--- src/rtl/uart_tx_framer_pkg.sv ---
// Shared UART encodings and FSM state type, reused by the Tx framer and the Rx side.
package uart_tx_framer_pkg;

   typedef enum logic [1:0] {
      PAR_NONE0 = 2'b00,
      PAR_ODD   = 2'b01,
      PAR_EVEN  = 2'b10,
      PAR_NONE3 = 2'b11
   } parity_e;

   typedef enum logic {
      LEN_7 = 1'b0,
      LEN_8 = 1'b1
   } len_e;

   typedef enum logic [2:0] {
      S_IDLE,
      S_ARMED,
      S_START,
      S_DATA,
      S_PARITY,
      S_STOP
   } state_e;

   function automatic logic parity_enabled(input parity_e ptype);
      return (ptype == PAR_ODD) || (ptype == PAR_EVEN);
   endfunction

   function automatic logic [2:0] last_data_idx(input len_e len);
      return (len == LEN_8) ? 3'd7 : 3'd6;
   endfunction

endpackage

--- src/rtl/uart_tx_framer_parity.sv ---
// Combinational parity bit over the 7 or 8 data bits actually transmitted.
module uart_parity_gen
   import uart_tx_framer_pkg::*;
(
   input  logic [7:0] data_i,
   input  len_e       len_i,
   input  parity_e    ptype_i,
   output logic       parity_o,
   output logic       enable_o
);

   logic [7:0] masked;

   always_comb begin
      masked   = (len_i == LEN_8) ? data_i : {1'b0, data_i[6:0]};
      enable_o = parity_enabled(ptype_i);
      parity_o = ^masked;
      if (ptype_i == PAR_ODD) begin
         parity_o = ~parity_o;
      end
   end

endmodule

--- src/rtl/uart_tx_framer.sv ---
// UART transmit framer: start, 7/8 data bits LSB first, optional parity, 1/2 stop bits,
// each bit held for one BaudTick interval.
module uart_tx_framer
   import uart_tx_framer_pkg::*;
(
   input  logic       Clock,
   input  logic       ResetN,
   input  logic       BaudTick,
   input  logic       Send,
   input  logic [7:0] DataIn,
   input  logic       DataLength,
   input  logic [1:0] ParityType,
   input  logic       StopBits,
   output logic       TxOut,
   output logic       Busy,
   output logic       Done
);

   state_e     state_q, state_d;
   logic [7:0] data_q, data_d;
   logic [7:0] shift_q, shift_d;
   logic [2:0] cnt_q, cnt_d;
   len_e       len_q, len_d;
   parity_e    ptype_q, ptype_d;
   logic       stop2_q, stop2_d;
   logic       tx_q, tx_d;
   logic       busy_q, busy_d;
   logic       done_q, done_d;
   logic       par_bit, par_en;

   uart_parity_gen u_parity (
      .data_i   (data_q),
      .len_i    (len_q),
      .ptype_i  (ptype_q),
      .parity_o (par_bit),
      .enable_o (par_en)
   );

   always_ff @(posedge Clock) begin
      if (!ResetN) begin
         state_q <= S_IDLE;
         data_q  <= '0;
         shift_q <= '0;
         cnt_q   <= '0;
         len_q   <= LEN_7;
         ptype_q <= PAR_NONE0;
         stop2_q <= 1'b0;
         tx_q    <= 1'b1;
         busy_q  <= 1'b0;
         done_q  <= 1'b0;
      end else begin
         state_q <= state_d;
         data_q  <= data_d;
         shift_q <= shift_d;
         cnt_q   <= cnt_d;
         len_q   <= len_d;
         ptype_q <= ptype_d;
         stop2_q <= stop2_d;
         tx_q    <= tx_d;
         busy_q  <= busy_d;
         done_q  <= done_d;
      end
   end

   // TxOut is registered, so each transition loads the level of the bit being entered.
   always_comb begin
      state_d = state_q;
      data_d  = data_q;
      shift_d = shift_q;
      cnt_d   = cnt_q;
      len_d   = len_q;
      ptype_d = ptype_q;
      stop2_d = stop2_q;
      tx_d    = tx_q;
      done_d  = 1'b0;

      case (state_q)
         S_IDLE: begin
            tx_d = 1'b1;
            if (Send && !done_q) begin
               data_d  = DataIn;
               shift_d = DataIn;
               len_d   = len_e'(DataLength);
               ptype_d = parity_e'(ParityType);
               stop2_d = StopBits;
               cnt_d   = '0;
               state_d = S_ARMED;
            end
         end
         S_ARMED: begin
            if (BaudTick) begin
               state_d = S_START;
               tx_d    = 1'b0;
            end
         end
         S_START: begin
            if (BaudTick) begin
               state_d = S_DATA;
               tx_d    = shift_q[0];
               shift_d = {1'b0, shift_q[7:1]};
               cnt_d   = '0;
            end
         end
         S_DATA: begin
            if (BaudTick) begin
               if (cnt_q == last_data_idx(len_q)) begin
                  cnt_d = '0;
                  if (par_en) begin
                     state_d = S_PARITY;
                     tx_d    = par_bit;
                  end else begin
                     state_d = S_STOP;
                     tx_d    = 1'b1;
                  end
               end else begin
                  cnt_d   = cnt_q + 3'd1;
                  tx_d    = shift_q[0];
                  shift_d = {1'b0, shift_q[7:1]};
               end
            end
         end
         S_PARITY: begin
            if (BaudTick) begin
               state_d = S_STOP;
               tx_d    = 1'b1;
               cnt_d   = '0;
            end
         end
         S_STOP: begin
            tx_d = 1'b1;
            if (BaudTick) begin
               if (stop2_q && (cnt_q == 3'd0)) begin
                  cnt_d = 3'd1;
               end else begin
                  cnt_d   = '0;
                  state_d = S_IDLE;
                  done_d  = 1'b1;
               end
            end
         end
         default: begin
            state_d = S_IDLE;
            tx_d    = 1'b1;
         end
      endcase

      busy_d = (state_d != S_IDLE) || done_d;
   end

   assign TxOut = tx_q;
   assign Busy  = busy_q;
   assign Done  = done_q;

endmodule
--- config.mk ---
export PLATFORM = sky130hd
export DESIGN_NAME = uart_tx_framer
export DESIGN_NICKNAME = d
export VERILOG_FILES = /design/src/rtl/uart_tx_framer_pkg.sv /design/src/rtl/uart_tx_framer_parity.sv /design/src/rtl/uart_tx_framer.sv
export SDC_FILE = /design/constraint.sdc
export NUM_CORES = 1
export LEC_CHECK = 0
export CAP_MARGIN = 40
export CORE_ASPECT_RATIO = 1.2
export CORE_UTILIZATION = 47
export CTS_BUF_LIST = sky130_fd_sc_hd__clkbuf_8
export DETAILED_ROUTE_END_ITERATION = 10
export PLACE_DENSITY = 0.81
export RECOVER_POWER = 100
export SETUP_SLACK_MARGIN = 0.4
export SKIP_LAST_GASP = 1
export SYNTH_ARGS = -nofsm -noshare
export SYNTH_HDL_FRONTEND = slang
export SYNTH_SLANG_ARGS = --single-unit
--- constraint.sdc ---
create_clock -name Clock -period 3.4 [get_ports Clock]
set_input_delay 0.34 -clock Clock [delete_from_list [all_inputs] [get_ports Clock]]
set_output_delay 0.34 -clock Clock [all_outputs]
set_load 0.02 [all_outputs]
==> flow_summary.ini, run 1 <==
[finish]
layout_common_cells = 34 x nand2_1, 29 x dfxtp_1, 22 x a21oi_1
mostFrequentLayoutCell = nand2_1
stdcell_count = 225
multi_input_area_sq_um = 803
syn2layout_area_growth_pct = 13.1
layout-drive-gt1-share_pct = 7.94
antenna_cells = 0
fillCellCount = 307
regArea_sq_um = 581
fin_nets = 208

[outcome]
status = finished, final reports clean

[clock_network]
cts_root_buf = clkbuf_8
clk_latency_ps = 280
cts_setup_buffers = 0
cts_buffer_depth = 2
post_cts_resized = 0
clkSlewWorstSetupHoldPaths_ps = 60
cts_tree = built
htreeDepth = 2
cts_hold_buf = 0
cts_num_sinks = 29
cts-buffers-inserted = 5

[setup_path]
cp.arrival_ps = 2470
crit_type = flop to flop
critPathSlowestCell = dfxtp_1
worst_r2r_startpoint = state_q[1]
cp-end-kind = flop
crit_required_ps = 3610
slowest_delay_ps = 550
crit_top_cell = a21oi_1
cp_max_fo = 20
setup.worst_path.end = cnt_q[2]
reg2regPathDepth = 5
start_kind = flop
cp_cell_sequence = nor3_1, and2_4, a21oi_1, or4b_1, a21oi_1
crit_start = state_q[1]
rrSetupSlack_ps = 1150
r2r-end = cnt_q[2]

[synthesis]
synth-main-ff-cell = dfxtp_1
ys_seq_area_share_pct = 38.1
yosys.cell_types.count = 44
syn_area_sq_mm = 0.00152
syn_inst = 174
syn_nets = 193
synth_warnings = 0
async_reset_ff_share_pct = 0
syn_area_per_cell_sq_um = 8.75
synth_enable_flop_cells = 0
ys_ff_latch = 29

[power_and_ir_drop]
totalPowerFinal_uw = 820
p_per_area_mw_per_mm2 = 477
p_leak_nw = 0.630
ir_drop_v = 0.000334

[global_routing]
grt_first_pass_wirelength_mm = 5.01
grt_max_degree = 21
grt_usage_pct = 20.4
antenna_found_initial = 0
gr-total-overflow = 0
grt_pass1_vias = 1153

[die]
dieWidth_microns = 54.0
initial_utilization_pct = 49.4
io_pins = 19
placementRows = 22
fp.dieH_microns = 64.4
dieArea_sq_mm = 0.00347
core_area_sq_mm = 0.00308

[detailed_routing]
first_pass_iters = 4
dr.first_iter.drc_count = 17
antenna_left = 0
drt-wirelength-per-cell_microns = 12.7
avgViaCountPerCell = 5.41
wirelength_mm = 2.86
vias = 1218
drc = 0

[sta]
hold-worst-slack_ps = 454
clock-skew-final_ps = 5.71
finalCriticalPeriod_ps = 2250
tns_ps = 0
slew_viol_final = 0
tightest_slew_ps = 865
rsz0062_at_grt = no
finalSetupViolCount = 0
relSlewSlack_pct = 42.4
finalCritPeriodShare_pct = 66.2
fmax_mhz = 444
final_hold_viol_count = 0

[place]
portBuffers = 18
dp_cells = 218
gp_congestion = 0.809
hpwl_mm = 1.97

[worst_hold_path]
hold_path.class = flop to flop
min_delay_path_depth = 2

[flow_run]
drv_cap = 0
[registers in the layout, summed over array words and instances, names as in the netlist]
register,cells
data_q,8
shift_q,8
cnt_q,3
state_q,3
ptype_q,2
Busy,1
Done,1
TxOut,1
len_q,1
stop2_q,1
[layout make-up]
type	instances	area share, %
Timing Repair Buffer	19	10.7
Inverter	6	1.31
Clock inverter	1	0.218
Tap cell	36	2.62
Sequential cell	29	33.7
Multi-Input combinational cell	128	46.7
Clock buffer	6	4.80
[routing by layer]
layer  track usage (%)  part of all wire (%)
met1              22.9                    44
met2              33.2                    49
met3              7.14                   4.0
met4              9.87                   2.3
met5                 0                     0
[Yosys cell counts (3+ instances only)]
cell type / instances / area (sq um)
buf_6: 3 / 33.8
nand3b_1: 3 / 22.5
nand2b_1: 4 / 25.0
ha_1: 3 / 37.5
clkbuf_1: 4 / 15.0
xnor2_1: 6 / 52.6
a211oi_1: 5 / 37.5
mux2i_1: 7 / 70.1
a211oi_2: 3 / 37.5
nand2_1: 34 / 128
dfxtp_1: 29 / 581
inv_1: 5 / 18.8
nor2_1: 14 / 52.6
a21oi_1: 21 / 105
[worst max-delay path: cells and delay by family, from the launching register on]
family | cells | cell delay (ps)
AO/OA/AOI/OAI | 2 | 260
flip-flops | 1 | 550
AND/OR/NAND/NOR | 3 | 1370
[worst min path at each step]
| stage | from | endpoint | slack, ps |
|---|---|---|---|
| after detailed placement | ptype_q[1] | ptype_q[1] | 450 |
| after global placement | ptype_q[1] | ptype_q[1] | 440 |
| after floorplan | ptype_q[1] | ptype_q[1] | 430 |
| after global routing | data_q[4] | data_q[4] | 490 |
| final | ptype_q[1] | ptype_q[1] | 450 |
| after CTS | ptype_q[1] | ptype_q[1] | 460 |
[logic make-up (layout without fill, tap and decap cells)]
group | count (synthesis) | count (layout) | share of synthesized area, %
mux | 7 | 7 | 4.60
fa+ha+maj | 3 | 3 | 2.47
simple gates | 71 | 71 | 23.5
buf+inv | 17 | 32 | 7.39
compound gates | 39 | 39 | 18.4
xor+xnor | 8 | 8 | 5.51
flops | 29 | 29 | 38.1
[where the power goes]
| group | internal (mW) | switching (mW) |
|---|---|---|
| clock | 0.157 | 0.119 |
| sequential | 0.368 | 0.0243 |
| combinational | 0.0780 | 0.0747 |
[per-stage QoR]
| step | setup WS [ps] | util (%) | area (sq um) |
|---|---|---|---|
| final | 1150 | 55.8 | 1720 |
| after global routing | 945 | 55.8 | 1720 |
| after CTS | 1360 | 56.8 | 1750 |
| after detailed placement | 1280 | 54.0 | 1670 |
| after global placement | 1300 | 54.0 | 1670 |
| after floorplan | 1770 | - | 1520 |
No activity file was read; power rests on OpenSTA's default activity.
==> inputs of run 2 (changes only) <==
==> constraint.sdc (replaced) <==
create_clock -name Clock -period 2.35 [get_ports Clock]
set_input_delay 0.235 -clock Clock [delete_from_list [all_inputs] [get_ports Clock]]
set_output_delay 0.235 -clock Clock [all_outputs]
set_load 0.02 [all_outputs]
==> flow_summary.ini, run 2 (synthesis results as in run 1) <==
[finish]
syn2layout_area_growth_pct = 15.5
reg_top3 = data_q x8, shift_q x8
mostFrequentLayoutCell = nand2_1
fin_nets = 211
layout_common_cells = 34 x nand2_1, 28 x dfxtp_1, 22 x a21oi_1
layout-drive-gt1-share_pct = 10.9
antenna_cells = 0

[setup_path]
crit_required_ps = 2570
crit_start = state_q[0]
worst_r2r_startpoint = state_q[0]
start_kind = flop
crit_type = flop to flop
cp-end-kind = flop
cp_max_fo = 13
cp.arrival_ps = 2060

[detailed_routing]
drt-wirelength-per-cell_microns = 13.0
drc = 0
first_pass_iters = 4
dr.first_iter.drc_count = 16
vias = 1225
wirelength_mm = 2.98
avgViaCountPerCell = 5.35
antenna_left = 0

[power_and_ir_drop]
p_per_area_mw_per_mm2 = 713
p_leak_nw = 0.656
ir_drop_v = 0.000521
totalPowerFinal_mw = 1.26

[place]
portBuffers = 18
gp_congestion = 0.824
hpwl_mm = 2.09

[clock_network]
cts_root_buf = clkbuf_8
htreeDepth = 2
clk_latency_ps = 290
cts-buffers-inserted = 5
cts_buffer_depth = 2
cts_tree = built
clkSlewWorstSetupHoldPaths_ps = 60
cts_hold_buf = 0
cts_num_sinks = 29

[sta]
finalSetupViolCount = 0
fmax_mhz = 543
finalCriticalPeriod_ps = 1840
relSlewSlack_pct = 70.4
rsz0062_at_grt = no
tightest_slew_ps = 444
slew_viol_final = 0
finalCritPeriodShare_pct = 78.3
clock-skew-final_ps = 6.02
tns_ps = 0
final_hold_viol_count = 0

[die]
core_area_sq_mm = 0.00308
initial_utilization_pct = 49.4
dieWidth_microns = 54.0
io_pins = 19
fp.dieH_microns = 64.4
placementRows = 22
dieArea_sq_mm = 0.00347

[worst_hold_path]
hold_path.class = flop to flop
min-delay-start = ptype_q[1]

[global_routing]
grt_pass1_vias = 1181
antenna_found_initial = 0
grt_usage_pct = 20.5
grt_max_degree = 19
gr-total-overflow = 0
grt_first_pass_wirelength_mm = 5.07

[flow_run]
drv_cap = 0

[outcome]
status = finished, final reports clean
==> run 2: layout make-up <==
type                    count  area [sq um]
clock buffers               7          96.3
clock inverters             1          5.00
fillers                   321          1320
inverters                   6          22.5
multi-input cells         128           798
flip-flops and latches     29           582
well taps                  36          45.0
repair buffers             22           210
==> run 2: routing by layer <==
layer	global-route usage [%]	part of all wire, %	up-vias
li1	-	-	632
met1	23.9	44	567
met2	31.6	49	20
met3	7.62	3.9	6
met4	10.9	2.4	0
met5	0	0	-
==> run 2: power breakdown <==
| group | leakage [nW] | internal [mW] | switching (mW) |
|---|---|---|---|
| logic | 0.363 | 0.118 | 0.116 |
| registers | 0.239 | 0.532 | 0.0319 |
| clock network | 0.0542 | 0.264 | 0.193 |
| total | 0.656 | 0.914 | 0.341 |
==> run 2: final timing paths <==
kind                endpoint  slack (ps)  cells after the start
hold reg to reg   ptype_q[1]         460                      2
hold / removal    ptype_q[1]         460                      2
setup / recovery    cnt_q[1]         510                      5
setup reg to reg    cnt_q[1]         510                      5
==> run 2: timing repair <==
action	in CTS	in global routing
gates resized for setup	0	1
setup buffers	0	0
setup endpoints to repair	0	1
==> run 2: worst max-delay path, stage by stage, from the launching register on <==
cell     delay [ps]
dfxtp_1         420
nor3_1          280
and2_4          280
a21oi_1         130
or4b_1          520
a21oi_1         140
==> run 2: through the flow <==
stage | instance area, sq um | hold WS (ps) | instances | setup slack, ps | utilization [%]
6_report | 1760 | 460 | 229 | 509 | 57.1
5_1_grt | 1760 | 480 | 229 | 345 | 57.1
4_1_cts | 1790 | 464 | 229 | 544 | 58.0
3_5_place_dp | 1690 | 455 | 221 | 354 | 54.7
3_3_place_gp | 1690 | 448 | 221 | 393 | 54.7
2_1_floorplan | 1520 | 368 | 174 | 721 | -
==> inputs of run 3 (changes only) <==
--- a/config.mk
+++ b/config.mk
@@ -10,7 +10,7 @@
 export CORE_UTILIZATION = 47
 export CTS_BUF_LIST = sky130_fd_sc_hd__clkbuf_8
 export DETAILED_ROUTE_END_ITERATION = 10
-export PLACE_DENSITY = 0.81
+export PLACE_DENSITY = 0.84
 export RECOVER_POWER = 100
 export SETUP_SLACK_MARGIN = 0.4
 export SKIP_LAST_GASP = 1
==> constraint.sdc (replaced) <==
create_clock -name Clock -period 1.6 [get_ports Clock]
set_input_delay 0.16 -clock Clock [delete_from_list [all_inputs] [get_ports Clock]]
set_output_delay 0.16 -clock Clock [all_outputs]
set_load 0.02 [all_outputs]
==> flow_summary.ini, run 3 (synthesis results as in run 1) <==
[sta]
tightest_slew_ps = 335
slew_viol_final = 0
rsz0062_at_grt = yes
clock-skew-final_ps = 8.11
fmax_mhz = 613
relSlewSlack_pct = 77.5
tns_ps = -75.7
finalCriticalPeriod_ps = 1630
finalSetupViolCount = 4
hold-worst-slack_ps = 414
final_hold_viol_count = 0
finalCritPeriodShare_pct = 102
worst_slack_ps = -32.4

[finish]
layout_common_cells = 30 x nand2_1, 24 x dfxtp_1, 16 x buf_4
layout-drive-gt1-share_pct = 40.4
multi_input_area_sq_mm = 0.00103
finalInstanceArea_sq_mm = 0.00225
mostFrequentLayoutCell = nand2_1
final_core_util_pct = 73.1
stdcell_count = 254
regArea_sq_um = 589
reg_top3 = data_q x8, shift_q x8
antenna_cells = 0
syn2layout_area_growth_pct = 47.9
fillCellCount = 217
fin_nets = 236

[global_routing]
grt_util_met3_pct = 6.67
antenna_found_initial = 0
grtUsageMet2_pct = 42.0
grt_pass1_vias = 1372
grt_first_pass_wirelength_mm = 5.98
gr-total-overflow = 0
met1_usage_pct = 26.0
busiest_layer = met2
grt_max_degree = 18
grt_usage_pct = 24.3

[power_and_ir_drop]
p_per_area_mw_per_mm2 = 922
totalPowerFinal_mw = 2.08
ir_drop_v = 0.000926
p_leak_nw = 0.847

[flow_run]
drv_cap = 0

[clock_network]
clkSlewWorstSetupHoldPaths_ps = 70
clk_latency_ps = 280
cts_buffer_depth = 2
htreeDepth = 2
cts-buffers-inserted = 5
cts_num_sinks = 29
cts_tree = built
cts_hold_buf = 0
cts_root_buf = clkbuf_8

[detailed_routing]
vias = 1398
antenna_left = 0
drt-wirelength-per-cell_microns = 16.1
drc = 0
dr.first_iter.drc_count = 19
avgViaCountPerCell = 5.50
first_pass_iters = 4
wirelength_mm = 4.10

[setup_path]
crit_required_ps = 1810
start_kind = flop
cp_max_fo = 6
crit_type = flop to flop
cp-end-kind = flop
cp.arrival_ps = 1840

[die]
io_pins = 19
placementRows = 22
dieWidth_microns = 54.0
core_area_sq_mm = 0.00308
fp.dieH_microns = 64.4
dieArea_sq_mm = 0.00347
initial_utilization_pct = 49.4

[place]
hpwl_mm = 2.27
post-place-ws_ps = -250
place_area_sq_mm = 0.00181
gp_congestion = 0.779
dp_cells = 229
portBuffers = 18

[outcome]
status = complete, but fails checks
failed_checks = negative setup slack

[worst_hold_path]
hold_path.class = primary input to flop
==> run 3: cell types whose count changed in the layout (fill, tap and decap cells not counted), sizes merged <==
cell / before / now
dlygate4sd3: 4 / 0
dlygate4sd2: 0 / 3
buf: 3 / 27
dlymetal6s2s: 0 / 1
clkbuf: 8 / 9
==> run 3: per-layer routing <==
metal / share of wire (%) / routed length [microns]
met5: 0 / 0
met4: 3.0 / 123
met3: 2.3 / 94
met2: 53 / 2190
met1: 41 / 1690
==> run 3: final cells by class <==
cell class                 instances  share of cell area (%)
timing repair buffer              47                    20.3
clock buffer                       7                    4.28
clock inverter                     1                   0.222
tap                               36                    2.00
sequential                        29                    26.2
inverter                           6                    1.11
multi-input combinational        128                    45.9
==> run 3: where the power goes <==
| group | total, mW | internal [mW] | switching [mW] |
|---|---|---|---|
| Combinational | 0.575 | 0.310 | 0.265 |
| Clock | 0.673 | 0.388 | 0.285 |
| Sequential | 0.829 | 0.780 | 0.0486 |
| Total | 2.08 | 1.48 | 0.598 |
==> run 3: timing repair <==
action | CTS | global route
gates resized for setup | 39 | 23
pin swaps | 16 | 13
buffers inserted | 12 | 3
endpoints found under the setup margin | 30 | 30
gates cloned | 1 | 1
==> run 3: worst paths after layout <==
kind / from / endpoint / slack, ps / cells after the start
setup reg to reg: state_q[1] / cnt_q[2] / -30 / 5
hold reg to reg: data_q[7] / data_q[7] / 460 / 2
setup / recovery: state_q[1] / cnt_q[2] / -30 / 5
hold / removal: Send / Busy / 410 / 4
==> run 3: worst max-delay path: stages (launching register included) <==
cell	delay, ps
dfxtp_1	500
buf_6	150
and2b_2	170
nand2_2	80
or4b_4	520
a21oi_2	140
